==> config.mk <==
export PLATFORM = sky130hd
export DESIGN_NAME = gpr_mp_flat
export DESIGN_NICKNAME = d
export VERILOG_FILES = /design/src/rtl/gpr_mp_if.sv /design/src/rtl/gpr_mp.sv /design/src/flat_wrapper.sv
export SDC_FILE = /design/constraint.sdc
export NUM_CORES = 2
export LEC_CHECK = 0
export ABC_CLOCK_PERIOD_IN_PS = 122200
export BUFFER_PORTS_ARGS = -buffer_cell sky130_fd_sc_hd__buf_2
export CAP_MARGIN = 30
export CORE_ASPECT_RATIO = 0.8
export CORE_MARGIN = 2
export CORE_UTILIZATION = 30
export DETAILED_ROUTE_END_ITERATION = 10
export GPL_TIMING_DRIVEN = 1
export PLACE_DENSITY = 0.43
export SYNTH_ARGS = -nofsm -noshare
export SYNTH_HDL_FRONTEND = slang
export SYNTH_SLANG_ARGS = --single-unit
==> constraint.sdc <==
create_clock -name clk -period 122.2 [get_ports clk]
set_input_delay 12.22 -clock clk [delete_from_list [all_inputs] [get_ports clk]]
set_output_delay 12.22 -clock clk [all_outputs]
set_load 0.01 [all_outputs]
==> src/rtl/gpr_mp_if.sv <==
// Register-file bus: read ports, write/retire ports and the issue-stage scoreboard hooks.
// The issue stage drives the master side; the register file is the slave.
interface gpr_mp_if #(
   parameter int DATA_WIDTH = 64,
   parameter int RF_SIZE    = 5,
   parameter int NR         = 2,
   parameter int NW         = 1
);
   logic [NR*RF_SIZE-1:0]    rs_i;
   logic [NR*DATA_WIDTH-1:0] rs_data_o;
   logic [NR-1:0]            rs_busy_o;
   logic [NW-1:0]            we_i;
   logic [NW*RF_SIZE-1:0]    rd_i;
   logic [NW*DATA_WIDTH-1:0] data_i;
   // issue_valid_i has no ready: an issue is accepted in every cycle it is high.
   logic                     issue_valid_i;
   logic [RF_SIZE-1:0]       issue_rd_i;
   logic [NW-1:0]            wb_clear_i;
   logic                     any_pending_o;

   modport master (
      output rs_i, we_i, rd_i, data_i, issue_valid_i, issue_rd_i, wb_clear_i,
      input  rs_data_o, rs_busy_o, any_pending_o
   );

   modport slave (
      input  rs_i, we_i, rd_i, data_i, issue_valid_i, issue_rd_i, wb_clear_i,
      output rs_data_o, rs_busy_o, any_pending_o
   );
endinterface

==> src/rtl/gpr_mp.sv <==
// Multi-port integer register file with write-first bypass, hardwired x0 and a
// per-register pending scoreboard for RAW hazard detection in the issue stage.
module gpr_mp #(
   parameter int DATA_WIDTH = 64,
   parameter int RF_SIZE    = 5,
   parameter int NR         = 2,
   parameter int NW         = 1
) (
   input  logic     clk,
   input  logic     rst,
   gpr_mp_if.slave  bus
);
   localparam int NREG = 2**RF_SIZE;

   logic [DATA_WIDTH-1:0] r_regs [NREG];
   logic [NREG-1:0]       r_pending;

   logic [RF_SIZE-1:0]    w_rd    [NW];
   logic [DATA_WIDTH-1:0] w_wdata [NW];

   for (genvar j = 0; j < NW; j++) begin : g_wr
      assign w_rd[j]    = bus.rd_i[j*RF_SIZE +: RF_SIZE];
      assign w_wdata[j] = bus.data_i[j*DATA_WIDTH +: DATA_WIDTH];
   end

   // Ascending port order makes the highest-indexed writer win on a shared rd.
   always_ff @(posedge clk or posedge rst) begin
      if (rst) begin
         for (int i = 0; i < NREG; i++) r_regs[i] <= '0;
      end else begin
         for (int j = 0; j < NW; j++) begin
            if (bus.we_i[j] && (w_rd[j] != '0)) r_regs[w_rd[j]] <= w_wdata[j];
         end
      end
   end

   // Set is applied after clears so a new producer outlives a same-cycle retire.
   always_ff @(posedge clk or posedge rst) begin
      if (rst) begin
         r_pending <= '0;
      end else begin
         for (int j = 0; j < NW; j++) begin
            if (bus.wb_clear_i[j] && (w_rd[j] != '0)) r_pending[w_rd[j]] <= 1'b0;
         end
         if (bus.issue_valid_i && (bus.issue_rd_i != '0)) r_pending[bus.issue_rd_i] <= 1'b1;
      end
   end

   for (genvar k = 0; k < NR; k++) begin : g_rd
      logic [RF_SIZE-1:0]    w_rs;
      logic [DATA_WIDTH-1:0] w_data;
      logic                  w_busy;

      assign w_rs = bus.rs_i[k*RF_SIZE +: RF_SIZE];

      // A same-cycle retiring write forwards its data, so the reader is no longer blocked.
      always_comb begin
         w_data = r_regs[w_rs];
         w_busy = r_pending[w_rs];
         for (int j = 0; j < NW; j++) begin
            if (bus.we_i[j] && (w_rd[j] == w_rs)) begin
               w_data = w_wdata[j];
               if (bus.wb_clear_i[j]) w_busy = 1'b0;
            end
         end
         if (rst || (w_rs == '0)) begin
            w_data = '0;
            w_busy = 1'b0;
         end
      end

      assign bus.rs_data_o[k*DATA_WIDTH +: DATA_WIDTH] = w_data;
      assign bus.rs_busy_o[k]                          = w_busy;
   end

   assign bus.any_pending_o = |r_pending;
endmodule

==> src/flat_wrapper.sv <==
// flat-port wrapper written by rule: the top's interface ports become plain ports
module gpr_mp_flat 
#(
   parameter int DATA_WIDTH = 64,
   parameter int RF_SIZE    = 5,
   parameter int NR         = 2,
   parameter int NW         = 1
)
  (clk, rst, bus_rs_i, bus_we_i, bus_rd_i, bus_data_i, bus_issue_valid_i, bus_issue_rd_i, bus_wb_clear_i, bus_rs_data_o, bus_rs_busy_o, bus_any_pending_o);
  gpr_mp_if #(.DATA_WIDTH(DATA_WIDTH), .RF_SIZE(RF_SIZE), .NR(NR), .NW(NW)) bus_i ();
  input  logic clk;
  input  logic rst;
  input wire logic [$bits(bus_i.rs_i)-1:0] bus_rs_i;
  input wire logic [$bits(bus_i.we_i)-1:0] bus_we_i;
  input wire logic [$bits(bus_i.rd_i)-1:0] bus_rd_i;
  input wire logic [$bits(bus_i.data_i)-1:0] bus_data_i;
  input wire logic [$bits(bus_i.issue_valid_i)-1:0] bus_issue_valid_i;
  input wire logic [$bits(bus_i.issue_rd_i)-1:0] bus_issue_rd_i;
  input wire logic [$bits(bus_i.wb_clear_i)-1:0] bus_wb_clear_i;
  output wire logic [$bits(bus_i.rs_data_o)-1:0] bus_rs_data_o;
  output wire logic [$bits(bus_i.rs_busy_o)-1:0] bus_rs_busy_o;
  output wire logic [$bits(bus_i.any_pending_o)-1:0] bus_any_pending_o;
  assign bus_i.rs_i = bus_rs_i;
  assign bus_i.we_i = bus_we_i;
  assign bus_i.rd_i = bus_rd_i;
  assign bus_i.data_i = bus_data_i;
  assign bus_i.issue_valid_i = bus_issue_valid_i;
  assign bus_i.issue_rd_i = bus_issue_rd_i;
  assign bus_i.wb_clear_i = bus_wb_clear_i;
  assign bus_rs_data_o = bus_i.rs_data_o;
  assign bus_rs_busy_o = bus_i.rs_busy_o;
  assign bus_any_pending_o = bus_i.any_pending_o;
  gpr_mp #(.DATA_WIDTH(DATA_WIDTH), .RF_SIZE(RF_SIZE), .NR(NR), .NW(NW)) u_core (.clk(clk), .rst(rst), .bus(bus_i));
endmodule
# Word-level counts from Yosys, hierarchy flattened
# Cells that the tools add are included.
# word_totals
regBits	2080
latch_bits	0
ram_bits	0
romBits	0
input_bits	89
output_inout_bits	131
word_cells	95
memories	0
# classes
add_sub_neg	0
n_mul	0
n_div	0
magnitude_cmp	10
eq_ne	2
shifts	0
n_mux	29
bitwise_logic	6
reduce_logical	15
# ops
cell	n
bitwise mux 2048 bit	1
binary-select mux 64 bit (select 5 bit)	2
2-to-1 mux 64 bit	9
demux 64 bit (select 5 bit)	1
2-to-1 mux 32 bit	2
bitwise AND 32 bit	1
inverter 32 bit	1
bitwise OR 32 bit	1
OR reduction 32 bit	1
< comparator 5 x 6 -> 1 bit (second input constant)	4
greater-or-equal comparator 6 bit (second input constant)	3
inverter 5 -> 6 bit	3
binary-select mux 1 bit (select 5 bit)	2
demux 1 bit (select 5 bit)	2
equality test 5 bit	2
greater-or-equal comparator 5 x 1 -> 1 bit (second input constant)	2
logical NOT 5 bit	2
2-to-1 mux 1 bit	10
nonzero test 5 bit	2
logical AND 1 bit	8
< comparator 6 x 1 -> 1 bit (second input constant)	1
logical OR 1 bit	2

# Depth between registers and ports, before layout
# depth
ltp_word	9
mapped_depth	10
ltp_nobuf	5

# Worst setup path before layout
# OpenSTA, ideal clock, no wires.
# synth_path
kind	input-to-output
from	in rst
to	out bus_rs_data_o[10]
arrival_ps	65056
required_ps	109980
path_slack_ps	44924
path_stages	5
n_path_buf	1
cell_sequence	inv_1 > nand2_1 > nor4_4 > buf_2 > a32o_1
# synth_between
elab_chain_cells	2
# synth_rtl
item	line_no	text
from (decl)	flat_wrapper.sv:12	input logic rst;
logical OR 1 bit	gpr_mp.sv:66	if (rst || (w_rs == '0)) begin
2-to-1 mux 64 bit	gpr_mp.sv:66	
to (decl)	flat_wrapper.sv:20	output wire logic [$bits(bus_i.rs_data_o)-1:0] bus_rs_data_o;
# No other way between the ends.

# Final worst setup path
# layout_path
from	in bus_rs_i[6]
to	out bus_rs_data_o[82]
# layout_between
elab_chain_cells	6
word_cells_on_any_way	10
cone_classes	1 x eq/ne; 5 x mux; 1 x bitwise; 3 x reduce/logical
# layout_rtl
item	line_no	text
from (decl)	flat_wrapper.sv:13	input wire logic [$bits(bus_i.rs_i)-1:0] bus_rs_i;
inverter 5 -> 6 bit (not written as such)	gpr_mp.sv:58	w_data = r_regs[w_rs];
binary-select mux 64 bit (select 5 bit)	gpr_mp.sv:58	
2-to-1 mux 64 bit (not written as such) (2 in a row)	gpr_mp.sv:58	
2-to-1 mux 64 bit	gpr_mp.sv:61	if (bus.we_i[j] && (w_rd[j] == w_rs)) begin
2-to-1 mux 64 bit *	gpr_mp.sv:66	
# Every way passes the cells marked *; elsewhere a longest branch is shown, timed or not. The select of a mux whose other input is x is not followed.

==> flow_summary_export.csv <==
group,metric,value,unit
clock_tree,htree_levels,4,
yosys,syn_area,112000,um^2
finish,final-seq-area,52000,um^2
timing,min_period,29.54,ns
finish,multi_input_area,55600,um^2
finish,drive_gt1_share,49.5,%
setup_path,worst_setup_path_start_kind,"input port",
power,power.internal,1490,uW
setup_path,cp.arrival,17.32,ns
yosys,synth_cell_types,57,
power,p_sw,573,uW
timing,setup_tns,0,ns
yosys,yosys_warnings,0,
timing,rsz0062_at_grt,"false",
power,power_density,16.5,nW/um^2
finish,nNetsFinal,7434,
place,place_hpwl,239,mm
clock_tree,clock-sinks,2080,
die,io_pins,220,
yosys,yosysSeqAreaShare,46.6,%
yosys,synth_nets,7647,
setup_path,endpoint_kind,"output port",
detailed_routing,vias_per_cell,5.69,
finish,fillers,35800,
global_routing,grt_pass1_vias,74500,
global_routing,grt_pass1_wl,602,mm
yosys,synth_area_per_cell,14.8,um^2
die,die_w,686,um
clock_tree,cts_setup_buffers,0,
finish,final_common_cell,"dfrtp_1",
worst_hold_path,hp-class,"flop to flop",
yosys,yosysTopAreaCell,"dfrtp_1",
finish,design_area,125000,um^2
die,core-area,371000,um^2
die,dieHeight,550,um
clock_tree,hold_buffers,0,
setup_path,path_max_fanout,107,
power,finalPower,2070,uW
detailed_routing,ant_nets,0,
timing,slew_violations,0,
clock_tree,numCtsBuffers,236,
timing,fmax,33.9,MHz
global_routing,grt_usage,22.3,%
power,p_sw_share,27.7,%
global_routing,antenna_found_initial,40,
detailed_routing,drt_iter0_drc,5260,
power,power_frac_comb,19.4,%
clock_tree,cts_root_buf,"clkbuf_16",
clock_tree,clk_latency,0.90,ns
detailed_routing,first_pass_iters,5,
timing,relSlewSlack,29.3,%
clock_tree,cts_tree,"built",
detailed_routing,via_count,71100,
die,dieArea,377000,um^2
job,drv_cap,0,
yosys,synth_top_area_share,46.6,%
yosys,synthesis.instances,7558,
yosys,ys_ff_latch,2080,
place,dpl_cell_area,117000,um^2
finish,final_cell_mix,"dfrtp_1 (2080), mux2_2 (1976), mux4_2 (875)",
detailed_routing,wire_per_inst,34.0,um
detailed_routing,drt-total-wl,425,mm
finish,syn_to_final_growth,12.4,%
timing,post-route-period-util,24.2,%
die,rows,200,
die,start_util,30.1,%
global_routing,grt_max_degree,139,
status,status,"finished, final reports clean",
yosys,synth_area_leaders,"dfrtp_1 (47%), mux2_2 (20%), mux4_2 (18%), mux2i_1 (5.0%), buf_2 (1.6%)",
power,p_seq_share,44.3,%
clock_tree,max-clock-path-buffers,4,
timing,fin_skew,0,ns
power,p_clk_share,36.2,%
finish,post-route-util,33.8,%
timing,timing.final.setup_violations,0,
power,ir_worst_vdd,0.0000126,V
detailed_routing,drcViolationCount,0,
setup_path,critPathKind,"input port to output port",
place,gp_congestion,0.765,
place,io_buffers,219,
timing,hold_viol,0,
timing,tightest_slew,1.06,ns
setup_path,required,109.98,ns
clock_tree,path_clk_slew,0.06,ns
global_routing,grt-ovfl-total,0,
power,leakagePower,0.0539,uW
clock_tree,cts_resized,0,
[state kept, by name, summed over array words and instances (netlist names)]
register          count
u_core.r_pending     32
u_core.r_regs      2048
[cell families after synthesis]
| kind of cell | after synthesis | synth area share (%) |
|---|---|---|
| xor gates and xnor gates | 10 | 0.0785 |
| AOI/OAI and AO/OA | 779 | 5.01 |
| buffers and inverters | 886 | 3.80 |
| DFF | 2080 | 46.6 |
| muxes | 3443 | 43.0 |
| and+or+nand+nor | 360 | 1.52 |
[stage by stage]
stage               cells  setup WS [ns]  hold WS (ns)
floorplan            7558          44.92         0.441
global placement    12000          92.60         0.377
detailed placement  12000          92.65         0.382
CTS                 12500          92.66         0.397
global route        12500          92.52         0.410
finish              12500          92.66         0.391
[worst max-delay path: stages]
cell and delay (ns):
buf_8 0.30, buf_4 0.81, buf_4 0.82, buf_12 0.71, buf_4 0.85, mux2i_1 0.27, a22oi_1 0.11, a41oi_1 0.28
o21ai_0 0.16, a22o_1 0.30, buf_2 0.17
[cells in the mapped netlist, drive strengths merged]
cell / n
a31o: 1
a22o: 61
mux2i: 554
clkbuf: 418
a21oi: 87
o21ai: 170
o2bb2ai: 2
buf: 463
nand3b: 6
o211ai: 13
nor4b: 1
nand2: 208
nor3b: 1
mux4: 875
o22ai: 47
o221ai: 89
nand3: 16
a32o: 66
xnor2: 4
nand2b: 7
nor2: 56
or4b: 1
xor2: 6
or2: 7
a211oi: 49
a21o: 2
or3b: 1
nand4: 17
inv: 5
dfrtp: 2080
nor2b: 13
and3b: 1
nor3: 7
a41oi: 47
and2: 5
mux2: 2014
nor4: 11
and3: 2
a221oi: 20
a22oi: 124
a311oi: 1
[power groups by stage]
stage                     Combinational [uW]  Sequential (uW)  Clock, uW
after detailed placement                 404              924          0
after global routing                     432              932        798
final                                    401              916        749
after floorplan                          317              899          0
after CTS                                405              912        770
after global placement                   396              918          0
[worst paths after layout]
kind | from | endpoint | slack, ns | cells past startpoint
setup / recovery | bus_rs_i[6] | bus_rs_data_o[82] | 92.66 | 11
hold / removal | u_core.r_regs[2043]$_DFFE_PP0P_ | u_core.r_regs[2043]$_DFFE_PP0P_ | 0.39 | 0
setup reg to reg | u_core.r_regs[848]$_DFFE_PP0P_ | u_core.r_regs[848]$_DFFE_PP0P_ | 121.37 | 1
hold reg to reg | u_core.r_regs[2043]$_DFFE_PP0P_ | u_core.r_regs[2043]$_DFFE_PP0P_ | 0.39 | 0
max in group asynchronous | rst | u_core.r_regs[471]$_DFFE_PP0P_ | 105.67 | 8
min in group asynchronous | rst | u_core.r_regs[1655]$_DFFE_PP0P_ | 11.42 | 2
[area by class of cell]
type | count | area share (%)
clock inverters | 77 | 0.777
inverters | 5 | 0.0230
multi-input cells | 4592 | 44.4
well taps | 4949 | 4.94
clock buffers | 342 | 5.61
diodes | 30 | 0.0599
flip-flops and latches | 2080 | 41.5
repair buffers | 430 | 2.72
[per-layer routing]
metal	GRT usage, %	wire length [um]	up-vias
met5	0	75	-
met4	7.24	15000	12
met3	3.12	19500	609
met2	36.6	202000	1958
met1	30.4	188000	39500
li1	-	-	29000
Power figures use the tool's default switching activity.
